### src/rtl/pc_sequencer.sv
// pc_sequencer: launches a resident program and steers the PC's
// init/halt/branch/target inputs, reporting run statistics.
module pc_sequencer #(
  parameter logic [9:0] PROG0_START = 10'd0,
  parameter logic [9:0] PROG0_END   = 10'd63,
  parameter logic [9:0] PROG1_START = 10'd64,
  parameter logic [9:0] PROG1_END   = 10'd255,
  parameter logic [9:0] PROG2_START = 10'd256,
  parameter logic [9:0] PROG2_END   = 10'd511
) (
  input  logic        CLK,
  input  logic        Init_n,
  input  logic        Start,
  input  logic [1:0]  Prog_sel,
  input  logic        Abort,
  input  logic [9:0]  PC,
  input  logic        Jump,
  input  logic        Branch_z,
  input  logic        ALU_zero,
  input  logic [9:0]  Jump_target,
  input  logic        Stall,
  output logic        PC_init,
  output logic        PC_halt,
  output logic        PC_branch,
  output logic [15:0] PC_target,
  output logic        Busy,
  output logic        Done,
  output logic        Err,
  output logic [15:0] Cycle_count,
  output logic [15:0] Stall_count
);

  typedef enum logic [2:0] {
    S_RST,
    S_IDLE,
    S_LAUNCH,
    S_RUN,
    S_DONE
  } state_t;

  state_t      state;
  state_t      state_nxt;
  logic [1:0]  sel_reg;
  logic [15:0] cyc_q;
  logic [15:0] stl_q;
  logic        err_q;
  logic        stall_inc;
  logic [9:0]  tgt;
  logic [9:0]  start_addr;
  logic [9:0]  end_addr;

  function automatic logic [15:0] sat_inc(input logic [15:0] v);
    return (&v) ? v : v + 16'd1;
  endfunction

  always_comb begin
    start_addr = PROG0_START;
    end_addr   = PROG0_END;
    unique case (sel_reg)
      2'd1: begin
        start_addr = PROG1_START;
        end_addr   = PROG1_END;
      end
      2'd2: begin
        start_addr = PROG2_START;
        end_addr   = PROG2_END;
      end
      default: ;
    endcase
  end

  logic idle_like;
  logic sel_bad;
  logic launch_ok;
  logic taken;
  logic at_end;

  assign idle_like = (state == S_IDLE) || (state == S_DONE);
  assign sel_bad   = (Prog_sel == 2'd3);
  assign launch_ok = idle_like && Start && !sel_bad;
  assign taken     = Jump || (Branch_z && ALU_zero);
  assign at_end    = (PC == end_addr);

  // Mutually exclusive RUN decode, highest priority first
  logic run_abort;
  logic run_stall;
  logic run_jump;
  logic run_end;

  assign run_abort = Abort;
  assign run_stall = !Abort && Stall;
  assign run_jump  = !Abort && !Stall && taken;
  assign run_end   = !Abort && !Stall && !taken && at_end;

  always_comb begin
    state_nxt = state;
    PC_init   = 1'b0;
    PC_halt   = 1'b0;
    PC_branch = 1'b0;
    tgt       = 10'd0;
    stall_inc = 1'b0;
    unique case (state)
      S_RST: begin
        PC_init   = 1'b1;
        PC_halt   = 1'b1;
        state_nxt = S_IDLE;
      end
      S_IDLE, S_DONE: begin
        PC_halt = 1'b1;
        if (launch_ok) state_nxt = S_LAUNCH;
      end
      S_LAUNCH: begin
        PC_branch = 1'b1;
        tgt       = start_addr;
        state_nxt = Abort ? S_IDLE : S_RUN;
      end
      S_RUN: begin
        unique case (1'b1)
          run_abort: begin
            PC_halt   = 1'b1;
            state_nxt = S_IDLE;
          end
          run_stall: begin
            PC_halt   = 1'b1;
            stall_inc = 1'b1;
          end
          run_jump: begin
            PC_branch = 1'b1;
            tgt       = Jump_target;
          end
          run_end: begin
            PC_halt   = 1'b1;
            state_nxt = S_DONE;
          end
          default: ;
        endcase
      end
      default: state_nxt = S_RST;
    endcase
  end

  assign PC_target   = {6'b0, tgt};
  assign Busy        = (state == S_LAUNCH) || (state == S_RUN);
  assign Done        = (state == S_DONE);
  assign Err         = err_q;
  assign Cycle_count = cyc_q;
  assign Stall_count = stl_q;

  always_ff @(posedge CLK or negedge Init_n) begin
    if (!Init_n) begin
      state   <= S_RST;
      sel_reg <= 2'd0;
      cyc_q   <= 16'd0;
      stl_q   <= 16'd0;
      err_q   <= 1'b0;
    end else begin
      state <= state_nxt;
      err_q <= idle_like && Start && sel_bad;
      if (launch_ok) begin
        sel_reg <= Prog_sel;
        cyc_q   <= 16'd0;
        stl_q   <= 16'd0;
      end else if (Busy) begin
        cyc_q <= sat_inc(cyc_q);
        if (stall_inc) stl_q <= sat_inc(stl_q);
      end
    end
  end

endmodule
### config.mk
export PLATFORM = sky130hd
export DESIGN_NAME = pc_sequencer
export DESIGN_NICKNAME = d
export VERILOG_FILES = /design/src/rtl/pc_sequencer.sv
export SDC_FILE = /design/constraint.sdc
export NUM_CORES = 1
export LEC_CHECK = 0
export ABC_CLOCK_PERIOD_IN_PS = 2400
export CORE_ASPECT_RATIO = 0.75
export CORE_MARGIN = 2
export CORE_UTILIZATION = 35
export CTS_CLUSTER_SIZE = 25
export DETAILED_ROUTE_END_ITERATION = 12
export PLACE_DENSITY = 0.77
export SETUP_SLACK_MARGIN = 0.5
export SLEW_MARGIN = 20
export SYNTH_ARGS = -nofsm -noshare
export SYNTH_HDL_FRONTEND = slang
export SYNTH_SLANG_ARGS = --single-unit
### constraint.sdc
create_clock -name CLK -period 2.4 [get_ports CLK]
set_input_delay 0.48 -clock CLK [delete_from_list [all_inputs] [get_ports CLK]]
set_output_delay 0.48 -clock CLK [all_outputs]
set_load 0.1 [all_outputs]
==> qor.csv <==
stage,metric,value,unit
clock_tree,clk_path_buf_depth,2,
timing,worst_pin_slew,540.3,ps
grt,grt_pass1_vias,2337,
clock_tree,insertion_delay,300,ps
pwr,switchingPower,1.001,mW
timing,tns,-19.98,ps
yosys,syn_area_per_cell,8.952,sq um
yosys,ys.warnings.count,0,
yosys,synth_area_leaders,"dfrtp_1 (40%), a21oi_1 (5.5%), o31ai_1 (4.4%)",
yosys,ys_top_cells_by_count,"dfrtp_1 (38), a21oi_1 (26), nand2_1 (24), o31ai_1 (14)",
floorplanning,start_util,0.3682,
detailed_routing,drt_iter0_markers,136,
layout,nNetsFinal,413,
layout,drive_above_1_share,0.4947,
outcome,status,"complete, but fails checks",
timing,rsz0062_at_grt,yes,
floorplanning,core,6444,sq um
yosys,synthCells,265,
grt,grt_overflow,0,
timing,skew,3.755,ps
timing,timing.final.crit_share,1.008,
yosys,synthAdderAreaFrac,0.02110,
layout,fillCellCount,524,
detailed_routing,wl_per_cell,16.74,um
setup_path,setup.worst_path.start_class,input port,
floorplanning,ios,84,
pwr,combPwrFrac,0.454,
clock_tree,clock-root-buffer,clkbuf_8,
yosys,synth_most_common_cell,dfrtp_1,
timing,final_hold_viol_count,0,
timing,layout_min_cycle_time,2420,ps
setup_path,worst_r2r_endpoint,Stall_count[6],
detailed_routing,routed_wl,7.715,mm
yosys,synth_compound_area_frac,0.1788,
place,dp_hpwl,5.382,mm
clock_tree,clkTransAtPathRegs,80,ps
floorplanning,row_count,25,
timing,fmax,413.2,MHz
yosys,synth_top_family_by_area,simple AND/OR/NAND/NOR gates,
yosys,ys_types,50,
detailed_routing,via_per_inst,5.612,
clock_tree,cts_htree_levels,2,
timing,relSlewSlack,0.6352,
detailed_routing,vias,2587,
yosys,synth_seq_cells,38,
pwr,p_leak,1.691,nW
setup_path,r2r_setup_slack,530,ps
pwr,p_int,1.303,mW
timing,worst_slack,-19.98,ps
setup_path,critPathCaptureType,primary output,
pwr,seqPwrFrac,0.342,
floorplanning,die_y,75.30,um
yosys,synthArstFlopShare,1.000,
outcome,failed_checks,negative setup slack,
yosys,syn_area,2372,sq um
setup_path,critPathKind,input port to primary output,
clock_tree,postCtsHoldBufs,0,
setup_path,critPathRequiredTime,1920,ps
setup_path,critPathArrivalTime,1940,ps
setup_path,reg2reg_from,Stall_count[0],
job,cap_violations,0,
yosys,synth.area.mux_share,0.03850,
timing,final-setup-viol-count,1,
grt,antenna_found_initial,0,
yosys,seq_area_frac_synth,0.4008,
detailed_routing,ant_nets,0,
clock_tree,cts.sinks,38,
place,portBuffers,77,
layout,finalInstanceArea,4091,sq um
detailed_routing,dr.pass1.iters,5,
yosys,synth_top_area_share,0.4008,
floorplanning,die_x,99.07,um
yosys,synth_xor_area_frac,0.01108,
place,place_ws,-97.10,ps
layout,area_growth_syn_to_layout,72.47,%
layout,final_core_util,0.6350,
timing,maxSlewViolCount,0,
grt,grt_pass1_wl,11.67,mm
grt,grtUsageTotal,0.1963,
grt,grt_max_degree,22,
yosys,synth_flop_cell,dfrtp_1,
place,placed_area,3671,sq um
pwr,power.clock.fraction,0.204,
floorplanning,die_area,7460,sq um
pwr,p_per_area,563.0,nW/um^2
setup_path,crit_fanout,2,
setup_path,r2r_cells,6,
place,gp_congestion,0.8565,
min_path,min_path_type,input port to async pin,
pwr,irDropWorstVdd,0.0008503,V
yosys,yosys.area_share.simple,0.3049,
yosys,yosys.area.top_type,dfrtp_1,
detailed_routing,drc,0,
clock_tree,cts_tree,built,
clock_tree,numCtsBuffers,5,
layout,diodes,0,
yosys,synth_edf_count,0,
pwr,p_sw_frac,0.4345,
kinds of logic (layout without fill, tap and decap cells):
kind of cell    count (synthesis)  after routing
simple gates                  123            124
compound gates                 66             66
flops                          38             38
buf+inv                        21            130
mux                             9              9
fa+ha+maj                       4              4
xor+xnor                        3              3
other cells                     1              6
power groups by stage:
stage	sequential [mW]	combinational [mW]	clock (mW)
after floorplan	1.03	0.409	0
after global placement	0.797	0.889	0
after detailed placement	0.803	0.903	0
after CTS	0.791	0.957	0.478
after global routing	0.796	1.10	0.507
final	0.789	1.05	0.469
repair_timing:
action	4_1_cts	5_1_grt
setup endpoints to repair	30	27
setup buffers	7	17
cloned	1	1
pin swaps	19	16
resized for setup	36	26
placed cells by master, fill, tap and decap left out, drive strengths merged, types with 10 or more instances in the layout:
cell            n
dfrtp          38
a21oi          26
or4            10
nand4          13
clkdlybuf4s50  16
buf            93
nand2          24
o31ai          14
and3           14
nand3          12
through the flow:
step	total power, mW	cells	hold WS (ps)
floorplan	1.440	270	184.4
global placement	1.687	427	386.6
detailed placement	1.706	427	391.2
CTS	2.227	443	65.76
global route	2.406	461	69.01
finish	2.303	461	65.02
layout make-up:
cell class	instances	area [sq um]	share of cell area
well taps	81	101.3	0.02477
inverters	5	26.28	0.006422
flip-flops and latches	38	1041	0.2544
clock buffers	7	86.33	0.02110
repair buffers	117	1161	0.2838
multi-input cells	212	1670	0.4083
clock inverters	1	5.005	0.001223
layer usage:
metal  global-route usage  vias to the layer above  routed length (um)
li1                     -                     1227                   -
met1               0.2791                     1273                3524
met2               0.3108                       80                3741
met3              0.04220                        7                 383
met4              0.04718                        0                  65
met5                    0                        -                   0
worst max path at each step:
stage / from / end / slack (ps)
after floorplan: sel_reg[0] / PC_halt / 150
after global placement: PC[8] / PC_halt / -40
after detailed placement: PC[8] / PC_halt / -100
after CTS: sel_reg[0] / PC_halt / -70
after global routing: PC[2] / PC_halt / -50
final: PC[2] / PC_halt / -20
critical path, cell delays in order:
cell	delay, ps
clkdlybuf4s50_1	470
nand3_2	90
nor4b_4	290
o211ai_1	180
a31oi_4	220
buf_12	190
Power figures use the tool's default switching activity.
